### src/rtl/nibble_add_seq.sv
// rtl/nibble_add_seq.sv - WIDTH-bit adder sequenced one nibble per clock through a shared 4-bit slice (optional NIBBLE_ADD_SEQ_OVF_EN adds signed overflow output ovf)
module nibble_add_seq #(
    parameter int WIDTH = 16
) (
    input  logic             clock,
    input  logic             resetn,
    input  logic             start,
    output logic             ready,
    input  logic [WIDTH-1:0] a,
    input  logic [WIDTH-1:0] b,
    input  logic             cin,
    output logic [WIDTH-1:0] sum,
    output logic             cout,
    output logic             done,
    output logic [3:0]       sx,
    output logic [3:0]       sy,
    output logic             scin,
    input  logic [3:0]       ss,
    input  logic             scout
`ifdef NIBBLE_ADD_SEQ_OVF_EN
    ,
    output logic             ovf
`endif
);

    localparam int NIBBLES = WIDTH / 4;
    localparam int IDXW    = (NIBBLES > 1) ? $clog2(NIBBLES) : 1;

    typedef enum logic [1:0] {
        S_IDLE,
        S_RUN,
        S_DONE
    } state_t;

    state_t            state;
    state_t            state_n;
    logic [IDXW-1:0]   idx;
    logic              carry;
    logic [WIDTH-1:0]  a_q;
    logic [WIDTH-1:0]  b_q;
    logic [3:0]        a_nib;
    logic [3:0]        b_nib;
    logic              last;

    assign last = (idx == IDXW'(NIBBLES - 1));

    // State register; reset aborts any operation in flight
    always_ff @(posedge clock or negedge resetn) begin
        if (!resetn) begin
            state <= S_IDLE;
        end else begin
            state <= state_n;
        end
    end

    // Select the current operand nibbles from the captured operands only
    always_comb begin
        a_nib = 4'h0;
        b_nib = 4'h0;
        for (int i = 0; i < NIBBLES; i++) begin
            if (idx == IDXW'(i)) begin
                a_nib = a_q[4*i +: 4];
                b_nib = b_q[4*i +: 4];
            end
        end
    end

    // Next state plus handshake and slice drive, all decoded from registered state
    always_comb begin
        state_n = state;
        ready   = 1'b0;
        done    = 1'b0;
        sx      = 4'h0;
        sy      = 4'h0;
        scin    = 1'b0;
        case (state)
            S_IDLE: begin
                ready = 1'b1;
                if (start) begin
                    state_n = S_RUN;
                end
            end
            S_RUN: begin
                sx   = a_nib;
                sy   = b_nib;
                scin = carry;
                if (last) begin
                    state_n = S_DONE;
                end
            end
            S_DONE: begin
                done    = 1'b1;
                state_n = S_IDLE;
            end
            default: state_n = S_IDLE;
        endcase
    end

    // Operand capture, per-nibble result write-back and carry chaining
    always_ff @(posedge clock or negedge resetn) begin
        if (!resetn) begin
            idx   <= '0;
            carry <= 1'b0;
            a_q   <= '0;
            b_q   <= '0;
            sum   <= '0;
            cout  <= 1'b0;
`ifdef NIBBLE_ADD_SEQ_OVF_EN
            ovf   <= 1'b0;
`endif
        end else begin
            case (state)
                S_IDLE: begin
                    if (start) begin
                        a_q   <= a;
                        b_q   <= b;
                        carry <= cin;
                        idx   <= '0;
                    end
                end
                S_RUN: begin
                    for (int i = 0; i < NIBBLES; i++) begin
                        if (idx == IDXW'(i)) begin
                            sum[4*i +: 4] <= ss;
                        end
                    end
                    carry <= scout;
                    if (last) begin
                        cout <= scout;
`ifdef NIBBLE_ADD_SEQ_OVF_EN
                        ovf  <= (a_q[WIDTH-1] == b_q[WIDTH-1]) && (ss[3] != a_q[WIDTH-1]);
`endif
                    end else begin
                        idx <= idx + IDXW'(1);
                    end
                end
                default: begin
                end
            endcase
        end
    end

endmodule
### config.mk
export PLATFORM = sky130hd
export DESIGN_NAME = nibble_add_seq
export DESIGN_NICKNAME = d
export VERILOG_FILES = /design/src/rtl/nibble_add_seq.sv
export SDC_FILE = /design/constraint.sdc
export NUM_CORES = 1
export LEC_CHECK = 0
export CAP_MARGIN = 20
export CORE_MARGIN = 10
export CORE_UTILIZATION = 49
export CTS_CLUSTER_DIAMETER = 100
export CTS_CLUSTER_SIZE = 40
export DETAILED_ROUTE_END_ITERATION = 7
export PLACE_DENSITY_LB_ADDON = 0.05
export SYNTH_ARGS = -nofsm -noshare
export SYNTH_HDL_FRONTEND = slang
export SYNTH_SLANG_ARGS = --single-unit
### constraint.sdc
create_clock -name clock -period 3.1 [get_ports clock]
set_clock_uncertainty 0.05 [all_clocks]
set_input_delay 0.465 -clock clock [delete_from_list [all_inputs] [get_ports clock]]
set_output_delay 0.465 -clock clock [all_outputs]
set_load 0.02 [all_outputs]
## Word-level counts from Yosys, hierarchy flattened

Cells that the tools add are included.

- Register bits: 54
- Logic and storage cells: 51

- Add/sub/neg operators: 1
- Equality and inequality tests: 8
- Muxes and demuxes: 21
- Reduce and logical (&&, ||, !) cells: 11

Operator list:

| operator | count |
|---|---|
| two-way mux 4 bit | 10 |
| AND reduction 2 bit | 7 |
| two-way mux 2 bit | 4 |
| case mux 2 bit (2 select lines) | 2 |
| equality test 2 bit, second input constant | 3 |
| inequality test 2 bit, second input constant | 3 |
| equality test 2 x 1 -> 1 bit, second input constant | 2 |
| zero test 2 bit | 2 |
| two-way mux 1 bit | 4 |
| AND reduction 3 bit | 1 |
| adder 2 x 1 -> 2 bit, second input constant | 1 |
| case mux 1 bit (2 select lines) | 1 |
| nonzero test 2 bit | 1 |

## Logic depth before layout (Yosys ltp)

Gate-level depths: netlist (run 1).

- Word-level depth: 6
- Gate-level depth with buffers: 6
- Gate-level depth less buffers: 5

## Least setup slack after synthesis (run 1)

Ideal clock, no wire load.

- Kind: reg-to-output
- Start: register idx[0]
- End: output sx[3]
- Arrival: 1843 ps
- Required time: 2585 ps
- Setup slack: 742 ps
- Cell stages (with the launch flop): 7
- Buffers on the path: 1
- Cell sequence: dfrtp_1 -> inv_1 -> ha_1 -> nor2b_1 -> buf_2 -> a221oi_1 -> o41ai_1

- Longest elaborated chain between the ends: 6

RTL lines:

| what | RTL line | source |
|---|---|---|
| start: declaration | 37 | `logic [IDXW-1:0] idx;` |
| start signal: assignment | 134 | `idx <= idx + IDXW'(1);` |
| zero test 2 bit | 61 | `if (idx == IDXW'(i)) begin` |
| two-way mux 4 bit (3 in series) | 61 |  |
| two-way mux 4 bit (*) | 61 |  |
| two-way mux 4 bit (*) | 76 | `case (state)` |
| end: declaration | 15 | `output logic [3:0] sx,` |

Mark *: on every way between the ends. The rest lies on a longest branch, timed or not.

## Final worst setup path (run 1)

- Start: register idx[0]
- End: output sx[2]

Same word-level chain as after synthesis.

==> metrics.yaml, run 1 <==
yosys:
  post_synth.cell_area_avg_um2: 14.2
  synthDominantAreaCellType: "sky130_fd_sc_hd__dfrtp_1"
  yosysTopAreaCellShare_pct: 54.1
  mappedNetlistArea_um2: 2500
  synth_top_cells_by_area: "sky130_fd_sc_hd__dfrtp_1 (54%), sky130_fd_sc_hd__mux2_2 (16%), sky130_fd_sc_hd__mux2_4 (7.8%)"
  synth_nets: 221
  yosys_register_bits: 54
  synthArstFlopShare_pct: 100
  synth_sequential_area_ratio_pct: 54.1
  synth.yosys.warnings: 0
  synth-edff-count: 0
  syn-instance-count: 176
  post_synth_num_cell_types: 27
  ys_dominant_reg_cell: "sky130_fd_sc_hd__dfrtp_1"
setup_path:
  crit_chain: "ha_1, nor3_1, a32o_1, clkdlybuf4s50_1"
  top_cell_family_by_delay_on_the_critical_path: "adder cells"
  type_of_element_capturing_the_critical_path: "output port"
  setup.worst_path.class: "flop to output port"
  crit_fanout: 18
  cp_slowest_cell: "sky130_fd_sc_hd__ha_1"
  worstPathRequired_ps: 2580
  r2r_cells: 4
  slowest_delay_ps: 660
  arrival_time_worst_endpoint_ps: 2300
  worstSetupPathDepth: 4
  crit_buf_inv: 1
  cp-start-kind: "flop"
final_layout:
  syn_to_final_growth_pct: 33.3
  layout_commonest_cell: "sky130_fd_sc_hd__clkdlybuf4s50_1"
  layout-drive-gt1-share_pct: 27.6
  finish.utilization_pct: 68.7
  diodes: 0
  finish.net_count: 290
  layout.filler_cells: 380
  layout_common_cells: "sky130_fd_sc_hd__clkdlybuf4s50_1 (60), sky130_fd_sc_hd__dfrtp_1 (54), sky130_fd_sc_hd__mux2_2 (35)"
clock_network:
  cts.path.max_buffers: 2
  clock_root_buffer: "sky130_fd_sc_hd__clkbuf_8"
  numCtsBuffers: 5
  cts.repair_timing.setup_buffer_count: 0
  htree_num_levels: 2
  cts_sinks: 54
  post_cts_clock_slew_at_the_launch_and_capture_registers_of_the_worst_setup_and_hold_paths_ps: 90
  insertion_delay_ps: 310
  tritoncts: "built"
timing:
  period_needed_ps: 2820
  finalSetupViolCount: 0
  report.final.slew_viol_count: 0
  finalCritPeriodShare_pct: 90.9
  final_hold_violation_count: 0
  finalSetupTns_ps: 0
  rsz0062_at_grt: "no"
  max_freq_mhz: 355
  finalHoldWorstSlack_ps: 121
  actual_transition_at_the_worst_max_transition_pin_ps: 744
  slew-limit-headroom_pct: 50.4
floorplanning:
  die-width_um: 91.4
  total_i_o_pin_count: 69
  overall_die_area_um2: 8360
  initial_utilization_pct: 51.6
  std_cell_core_area_um2: 4850
  die_h_um: 91.4
  rows: 25
pwr:
  internal-power_uw: 2270
  vdd_drop_max_uv: 757
  p_comb_share_pct: 53.4
  clockPowerShare_pct: 11.0
  p_per_area_nw_per_um2: 1090
  netSwitchingFraction_pct: 37.6
  post-layout-total-power_uw: 3640
  seq_power_share_pct: 35.6
  p_leak_uw: 0.00151
  switching_power_uw: 1370
route:
  dr.pass1.iters: 4
  drt-wirelength-per-cell_um: 19.6
  wl_met2_um: 3000
  ant_nets: 0
  route.vias.total: 1665
  totalWireLength_um: 6120
  drt_first_iter_violations: 89
  post_drt_via_cell_ratio: 5.32
  remaining_drc_errors: 0
  highest-signal-layer: "met4"
  met1_length_um: 2660
  wl_met3_um: 429
place:
  numPortBuffers: 68
  hpwlAfterDp_um: 4510
  gp_congestion: 0.831
global_routing:
  final_global_route_overflow_total: 0
  number_of_global_route_vias_before_repair: 1965
  grt_first_pass_wirelength_um: 10000
  grt_use_total_pct: 14.8
  grt_antenna_before_repair: 0
  grt_max_degree: 34
run_status:
  outcome: "finished, final reports clean"
run:
  timing.max_cap.violations: 0
worst_hold_path:
  min_path_type: "input port to async pin"
-- stage by stage --
step | cell area [um2] | instances | worst slack (ps)
3_5_place_dp | 3230 | 305 | 319
5_1_grt | 3330 | 313 | 109
6_report | 3330 | 313 | 282
2_1_floorplan | 2500 | 176 | 742
4_1_cts | 3320 | 313 | 12.5
3_3_place_gp | 3210 | 304 | 412
-- layout make-up --
type / count / area [um2] / share of cell area, %
Sequential cell: 54 / 1350 / 40.5
Multi-Input combinational cell: 107 / 1050 / 31.6
Timing Repair Buffer: 73 / 739 / 22.2
Clock buffer: 7 / 86.3 / 2.59
Tap cell: 67 / 83.8 / 2.52
Inverter: 4 / 15.0 / 0.450
Clock inverter: 1 / 5.00 / 0.150
-- registers in the layout, indices dropped and copies added (netlist names) --
name / flops
state: 2
sum: 16
idx: 2
a_q: 16
b_q: 16
carry: 1
cout: 1
-- what timing repair did --
item                       in CTS  in global routing
gates resized for setup         2                  6
pin swaps                       0                  0
hold endpoints to repair        0                  0
hold buffers                    0                  0
setup endpoints to repair       3                  6
-- cells by family after synthesis --
group,after synthesis,share of synthesized area [%]
flip-flops,54,54.1
multiplexers,50,24.5
AND/OR/NAND/NOR,33,9.01
AO/OA/AOI/OAI,20,6.51
buffers and inverters,15,3.95
adder cells (fa/ha/maj),4,2.00
-- power by group through the flow --
| stage | combinational [uW] | clock, uW | sequential (uW) |
|---|---|---|---|
| floorplan | 1160 | 0 | 1380 |
| global placement | 1930 | 0 | 1280 |
| detailed placement | 1980 | 0 | 1300 |
| CTS | 1980 | 412 | 1300 |
| global route | 2080 | 445 | 1340 |
| finish | 1940 | 401 | 1290 |
-- cell usage after synthesis (2+ instances only) --
cell type	n
sky130_fd_sc_hd__mux2_2	35
sky130_fd_sc_hd__dfrtp_1	54
sky130_fd_sc_hd__nand2_4	4
sky130_fd_sc_hd__clkbuf_1	2
sky130_fd_sc_hd__mux2_1	2
sky130_fd_sc_hd__inv_1	4
sky130_fd_sc_hd__nor2b_1	10
sky130_fd_sc_hd__a21oi_1	2
sky130_fd_sc_hd__a221oi_1	7
sky130_fd_sc_hd__mux2_4	13
sky130_fd_sc_hd__nor2_1	2
sky130_fd_sc_hd__nand2b_1	2
sky130_fd_sc_hd__o41ai_1	7
sky130_fd_sc_hd__o21ai_0	2
sky130_fd_sc_hd__nand2_1	2
sky130_fd_sc_hd__buf_2	4
sky130_fd_sc_hd__nand3_1	7
sky130_fd_sc_hd__buf_6	5
sky130_fd_sc_hd__ha_1	4
-- worst paths after layout --
kind,to,from,slack (ps)
setup / recovery,sx[2],idx[0],280
hold reg to reg,b_q[10],b_q[10],450
min in group clock,b_q[10],b_q[10],450
hold / removal,b_q[13],resetn,120
setup reg to reg,idx[0],idx[0],1240
max in group asynchronous,sum[10],resetn,2320
-- metal layers --
layer / vias to the layer above / GRT usage (%)
li1: 773 / -
met3: 4 / 5.84
met1: 835 / 17.3
met2: 53 / 24.6
met4: 0 / 3.79
met5: - / 0
Note: power is estimated with default switching activity, not from simulation.
==> run 2, diff against run 1 <==
Settings changed: ABC_AREA from default to 1.
==> metrics.yaml, run 2 <==
clock_network:
  numCtsBuffers: 5
  tritoncts: "built"
  insertion_delay_ps: 300
  hold_buffers: 0
  cts_resized: 0
  post_cts_clock_slew_at_the_launch_and_capture_registers_of_the_worst_setup_and_hold_paths_ps: 90
  htree_num_levels: 2
  cts.repair_timing.setup_buffer_count: 0
  clock_root_buffer: "sky130_fd_sc_hd__clkbuf_8"
  cts.path.max_buffers: 2
  cts_sinks: 54
route:
  drt-wirelength-per-cell_um: 14.1
  route.vias.total: 2136
  ant_nets: 0
  post_drt_via_cell_ratio: 4.88
  remaining_drc_errors: 0
  drt_first_iter_violations: 118
  totalWireLength_um: 6180
  dr.pass1.iters: 4
global_routing:
  number_of_global_route_vias_before_repair: 2223
  grt_first_pass_wirelength_um: 10700
  grt_max_degree: 55
  final_global_route_overflow_total: 0
  grt_use_total_pct: 15.2
  grt_antenna_before_repair: 0
timing:
  slew-limit-headroom_pct: 55.3
  final_hold_violation_count: 0
  report.final.slew_viol_count: 0
  finalHoldWorstSlack_ps: 231
  finalCritPeriodShare_pct: 94.3
  rsz0062_at_grt: "no"
  max_freq_mhz: 342
  actual_transition_at_the_worst_max_transition_pin_ps: 669
  period_needed_ps: 2920
  finalSetupTns_ps: 0
  finalSetupViolCount: 0
setup_path:
  crit_chain: "inv_1, ha_1, inv_1, nor2_1, nor2_1, nand2_1, nand2_1, clkdlybuf4s50_1"
  type_of_element_capturing_the_critical_path: "output port"
  crit_fanout: 10
  slowest_delay_ps: 530
  cp-start-kind: "flop"
  top_cell_family_by_delay_on_the_critical_path: "buffers and inverters"
  crit_buf_inv: 3
  arrival_time_worst_endpoint_ps: 2410
  setup.worst_path.class: "flop to output port"
  worstPathRequired_ps: 2580
  cp_slowest_cell: "sky130_fd_sc_hd__clkdlybuf4s50_1"
yosys:
  synthDominantAreaCellType: "sky130_fd_sc_hd__dfrtp_1"
  ys_top_cells_by_count: "sky130_fd_sc_hd__nand2_1 (129), sky130_fd_sc_hd__dfrtp_1 (54), sky130_fd_sc_hd__nand3_1 (45)"
  synth_top_cells_by_area: "sky130_fd_sc_hd__dfrtp_1 (55%), sky130_fd_sc_hd__nand2_1 (20%), sky130_fd_sc_hd__nand3_1 (9.1%)"
  synthArstFlopShare_pct: 100
  ys_dominant_reg_cell: "sky130_fd_sc_hd__dfrtp_1"
  mappedNetlistArea_um2: 2470
  yosysTopAreaCellShare_pct: 54.8
  synth.yosys.warnings: 0
  syn-instance-count: 306
  post_synth_num_cell_types: 15
  synth-edff-count: 0
  synth_nets: 351
  yosys_register_bits: 54
  post_synth.cell_area_avg_um2: 8.06
  yosysMostFrequentCell: "sky130_fd_sc_hd__nand2_1"
  synth_sequential_area_ratio_pct: 54.8
final_layout:
  syn_to_final_growth_pct: 33.1
  diodes: 0
  biggestRegsByFlops: "a_q: 16 flops, b_q: 16 flops, sum: 16 flops"
  layout-drive-gt1-share_pct: 4.85
  finish.net_count: 415
  layout_commonest_cell: "sky130_fd_sc_hd__nand2_1"
  layout_common_cells: "sky130_fd_sc_hd__nand2_1 (129), sky130_fd_sc_hd__clkdlybuf4s50_1 (67), sky130_fd_sc_hd__dfrtp_1 (54)"
  layout.filler_cells: 458
floorplanning:
  initial_utilization_pct: 51.2
  overall_die_area_um2: 8270
  die_h_um: 91.0
  rows: 25
  die-width_um: 91.0
  total_i_o_pin_count: 69
  std_cell_core_area_um2: 4820
place:
  numPortBuffers: 68
  gp_congestion: 0.766
  hpwlAfterDp_um: 4430
pwr:
  vdd_drop_max_uv: 533
  p_per_area_nw_per_um2: 1050
  p_leak_uw: 0.00167
worst_hold_path:
  min_path_type: "input port to async pin"
run_status:
  outcome: "finished, final reports clean"
run:
  timing.max_cap.violations: 0
==> run 2: changes by cell type after synthesis, moves of 5 or more <==
cell,delta
sky130_fd_sc_hd__nand2_1,+127
sky130_fd_sc_hd__nand3_1,+38
sky130_fd_sc_hd__mux2_2,-35
sky130_fd_sc_hd__nor2_1,+16
sky130_fd_sc_hd__o21ai_0,+14
sky130_fd_sc_hd__mux2_4,-13
sky130_fd_sc_hd__nor2b_1,-10
sky130_fd_sc_hd__inv_1,+8
sky130_fd_sc_hd__a221oi_1,-7
sky130_fd_sc_hd__o41ai_1,-7
sky130_fd_sc_hd__a21oi_1,+6
sky130_fd_sc_hd__buf_6,-5
==> run 2: final timing paths <==
kind	slack (ps)	to	start	cells past startpoint
worst min-delay path	230	sum[6]	resetn	2
worst max-delay path	180	sy[2]	idx[0]	8
min in group clock	430	b_q[15]	b_q[15]	2
worst min register to register	430	b_q[15]	b_q[15]	2
worst max register to register	1190	idx[1]	state[0]	5
max in group asynchronous	2330	b_q[2]	resetn	2
==> run 2: logic make-up (layout without fill, tap and decap cells) <==
kind of cell	after synthesis	in the layout	synth area share, %
adder cells (fa/ha/maj)	4	4	2.03
AO/OA/AOI/OAI	24	24	4.87
flip-flops	54	54	54.8
buffers and inverters	28	93	5.22
AND/OR/NAND/NOR	196	196	33.1
==> run 2: power by group <==
group | internal, uW | total (uW) | switching (uW)
clock network | 226 | 442 | 216
registers | 1040 | 1250 | 203
logic | 713 | 1760 | 1050
==> run 2: cell type report <==
cell class / instances / area, um2 / share of cell area [%]
tap: 67 / 83.8 / 2.55
multi-input combinational: 224 / 987 / 30.1
inverter: 14 / 52.6 / 1.60
sequential: 54 / 1350 / 41.2
clock buffer: 8 / 110 / 3.35
timing repair buffer: 71 / 698 / 21.3
==> run 2: per-stage QoR <==
step | cells | utilization [%] | setup WS (ps) | area (um2) | total power [uW]
floorplan | 306 | - | 1310 | 2470 | 2340
global placement | 430 | 65.9 | 557 | 3170 | 3000
detailed placement | 430 | 65.9 | 536 | 3170 | 3040
CTS | 438 | 68.2 | 185 | 3280 | 3490
global route | 438 | 68.2 | 17.2 | 3280 | 3750
finish | 438 | 68.2 | 176 | 3280 | 3450
==> run 2: layer usage <==
layer	part of all wire, %	vias to the layer above	global-route usage, %
li1	-	1093	-
met1	44	984	18.6
met2	50	53	25.8
met3	6.1	6	4.61
met4	0.68	0	3.39
met5	0	-	0
==> run 3, diff against run 2 <==
Settings changed: SETUP_SLACK_MARGIN from default to 0.2.
==> metrics.yaml, run 3 (synthesis results as in run 2) <==
timing:
  finalSetupTns_ps: 0
  finalSetupViolCount: 0
  period_needed_ps: 2740
  max_freq_mhz: 365
  finalHoldWorstSlack_ps: 233
  rsz0062_at_grt: "no"
  finalCritPeriodShare_pct: 88.3
  report.final.slew_viol_count: 0
  slew-limit-headroom_pct: 54.7
  final_hold_violation_count: 0
  actual_transition_at_the_worst_max_transition_pin_ps: 677
floorplanning:
  std_cell_core_area_um2: 4820
  die-width_um: 91.0
  initial_utilization_pct: 51.2
  overall_die_area_um2: 8270
  total_i_o_pin_count: 69
  rows: 25
  die_h_um: 91.0
pwr:
  p_comb_share_pct: 51.1
  p_leak_uw: 0.00169
  vdd_drop_max_uv: 533
  p_per_area_nw_per_um2: 1050
  switching_power_uw: 1480
  netSwitchingFraction_pct: 42.7
  seq_power_share_pct: 36.1
  clockPowerShare_pct: 12.8
  internal-power_uw: 1990
global_routing:
  final_global_route_overflow_total: 0
  grt_first_pass_wirelength_um: 10700
  number_of_global_route_vias_before_repair: 2223
  grt_use_total_pct: 15.2
  grt_max_degree: 55
  grt_antenna_before_repair: 0
setup_path:
  crit_chain: "inv_1, ha_1, inv_2, nand3_1, nand2_1, nand2_1, nand2_1, clkdlybuf4s50_1"
  cp_slowest_cell: "sky130_fd_sc_hd__clkdlybuf4s50_1"
  worstPathRequired_ps: 2580
  cp-start-kind: "flop"
  top_cell_family_by_delay_on_the_critical_path: "buffers and inverters"
  slowest_delay_ps: 600
  type_of_element_capturing_the_critical_path: "output port"
  crit_fanout: 10
  path_common_cell: "sky130_fd_sc_hd__nand2_1"
  setup.worst_path.class: "flop to output port"
  crit_buf_inv: 3
  arrival_time_worst_endpoint_ps: 2220
route:
  post_drt_via_cell_ratio: 4.93
  dr.pass1.iters: 4
  ant_nets: 0
  totalWireLength_um: 6200
  drt_first_iter_violations: 125
  drt-wirelength-per-cell_um: 14.2
  route.vias.total: 2158
  remaining_drc_errors: 0
clock_network:
  tritoncts: "built"
  cts_sinks: 54
  htree_num_levels: 2
  numCtsBuffers: 5
  clock_root_buffer: "sky130_fd_sc_hd__clkbuf_8"
  hold_buffers: 0
  post_cts_clock_slew_at_the_launch_and_capture_registers_of_the_worst_setup_and_hold_paths_ps: 90
  cts.path.max_buffers: 2
  insertion_delay_ps: 300
final_layout:
  layout_commonest_cell: "sky130_fd_sc_hd__nand2_1"
  final_area_um2: 3290
  syn_to_final_growth_pct: 33.5
  finish.net_count: 415
  layout-drive-gt1-share_pct: 5.93
  layout_common_cells: "sky130_fd_sc_hd__nand2_1 (129), sky130_fd_sc_hd__clkdlybuf4s50_1 (66), sky130_fd_sc_hd__dfrtp_1 (54)"
  biggestRegsByFlops: "a_q: 16 flops, b_q: 16 flops, sum: 16 flops"
  diodes: 0
worst_hold_path:
  min_path_type: "input port to async pin"
run:
  timing.max_cap.violations: 0
run_status:
  outcome: "finished, final reports clean"
place:
  gp_congestion: 0.766
  postPlaceCellArea_um2: 3170
  numPortBuffers: 68
  hpwlAfterDp_um: 4430
run 3: final timing paths:
path	startpoint	to	slack, ps	cells past startpoint
max in group asynchronous	resetn	b_q[9]	2330	2
worst min-delay path	resetn	sum[6]	230	2
min in group clock	b_q[15]	b_q[15]	430	2
worst max register to register	state[0]	idx[1]	1150	5
worst min register to register	b_q[15]	b_q[15]	430	2
worst max-delay path	idx[1]	sx[0]	360	8
run 3: timing repair:
| item | 4_1_cts | 5_1_grt |
|---|---|---|
| setup endpoints to repair | 4 | 8 |
| gates resized for setup | 1 | 4 |
| setup buffers | 0 | 0 |
| endpoints found under the hold margin | 0 | 0 |
run 3: power groups by stage:
stage	registers (uW)	clock network, uW	logic [uW]
after floorplan	1350	0	983
after global placement	1250	0	1750
after detailed placement	1260	0	1780
after CTS	1250	451	1790
after global routing	1300	485	1980
final	1250	445	1770
run 3: routing by layer:
layer | wire length (um) | up-vias | GRT usage, %
li1 | - | 1094 | -
met1 | 2750 | 1001 | 18.6
met2 | 2980 | 57 | 25.8
met3 | 425 | 6 | 4.61
met4 | 42 | 0 | 3.39
met5 | 0 | - | 0
run 3: layout make-up:
cell class | instances | area (um2)
flip-flops and latches | 54 | 1350
multi-input cells | 224 | 995
clock buffers | 8 | 110
repair buffers | 71 | 701
fillers | 457 | 1520
inverters | 14 | 52.6
well taps | 67 | 83.8
run 3: stage by stage:
step                      util [%]  instances  setup WS (ps)  power [uW]
after detailed placement      65.9        430            536        3040
final                         68.4        438            364        3460
after CTS                     68.2        438            203        3490
after global placement        65.9        430            557        3000
after global routing          68.4        438            210        3760
after floorplan                  -        306           1310        2340
run 3: worst register-to-register path, stage by stage, from the launching register on:
cell and delay, ps:
sky130_fd_sc_hd__dfrtp_1 480, sky130_fd_sc_hd__nor2_4 180, sky130_fd_sc_hd__buf_4 340, sky130_fd_sc_hd__nand2_2 500, sky130_fd_sc_hd__nand3_1 240, sky130_fd_sc_hd__nand2_1 60
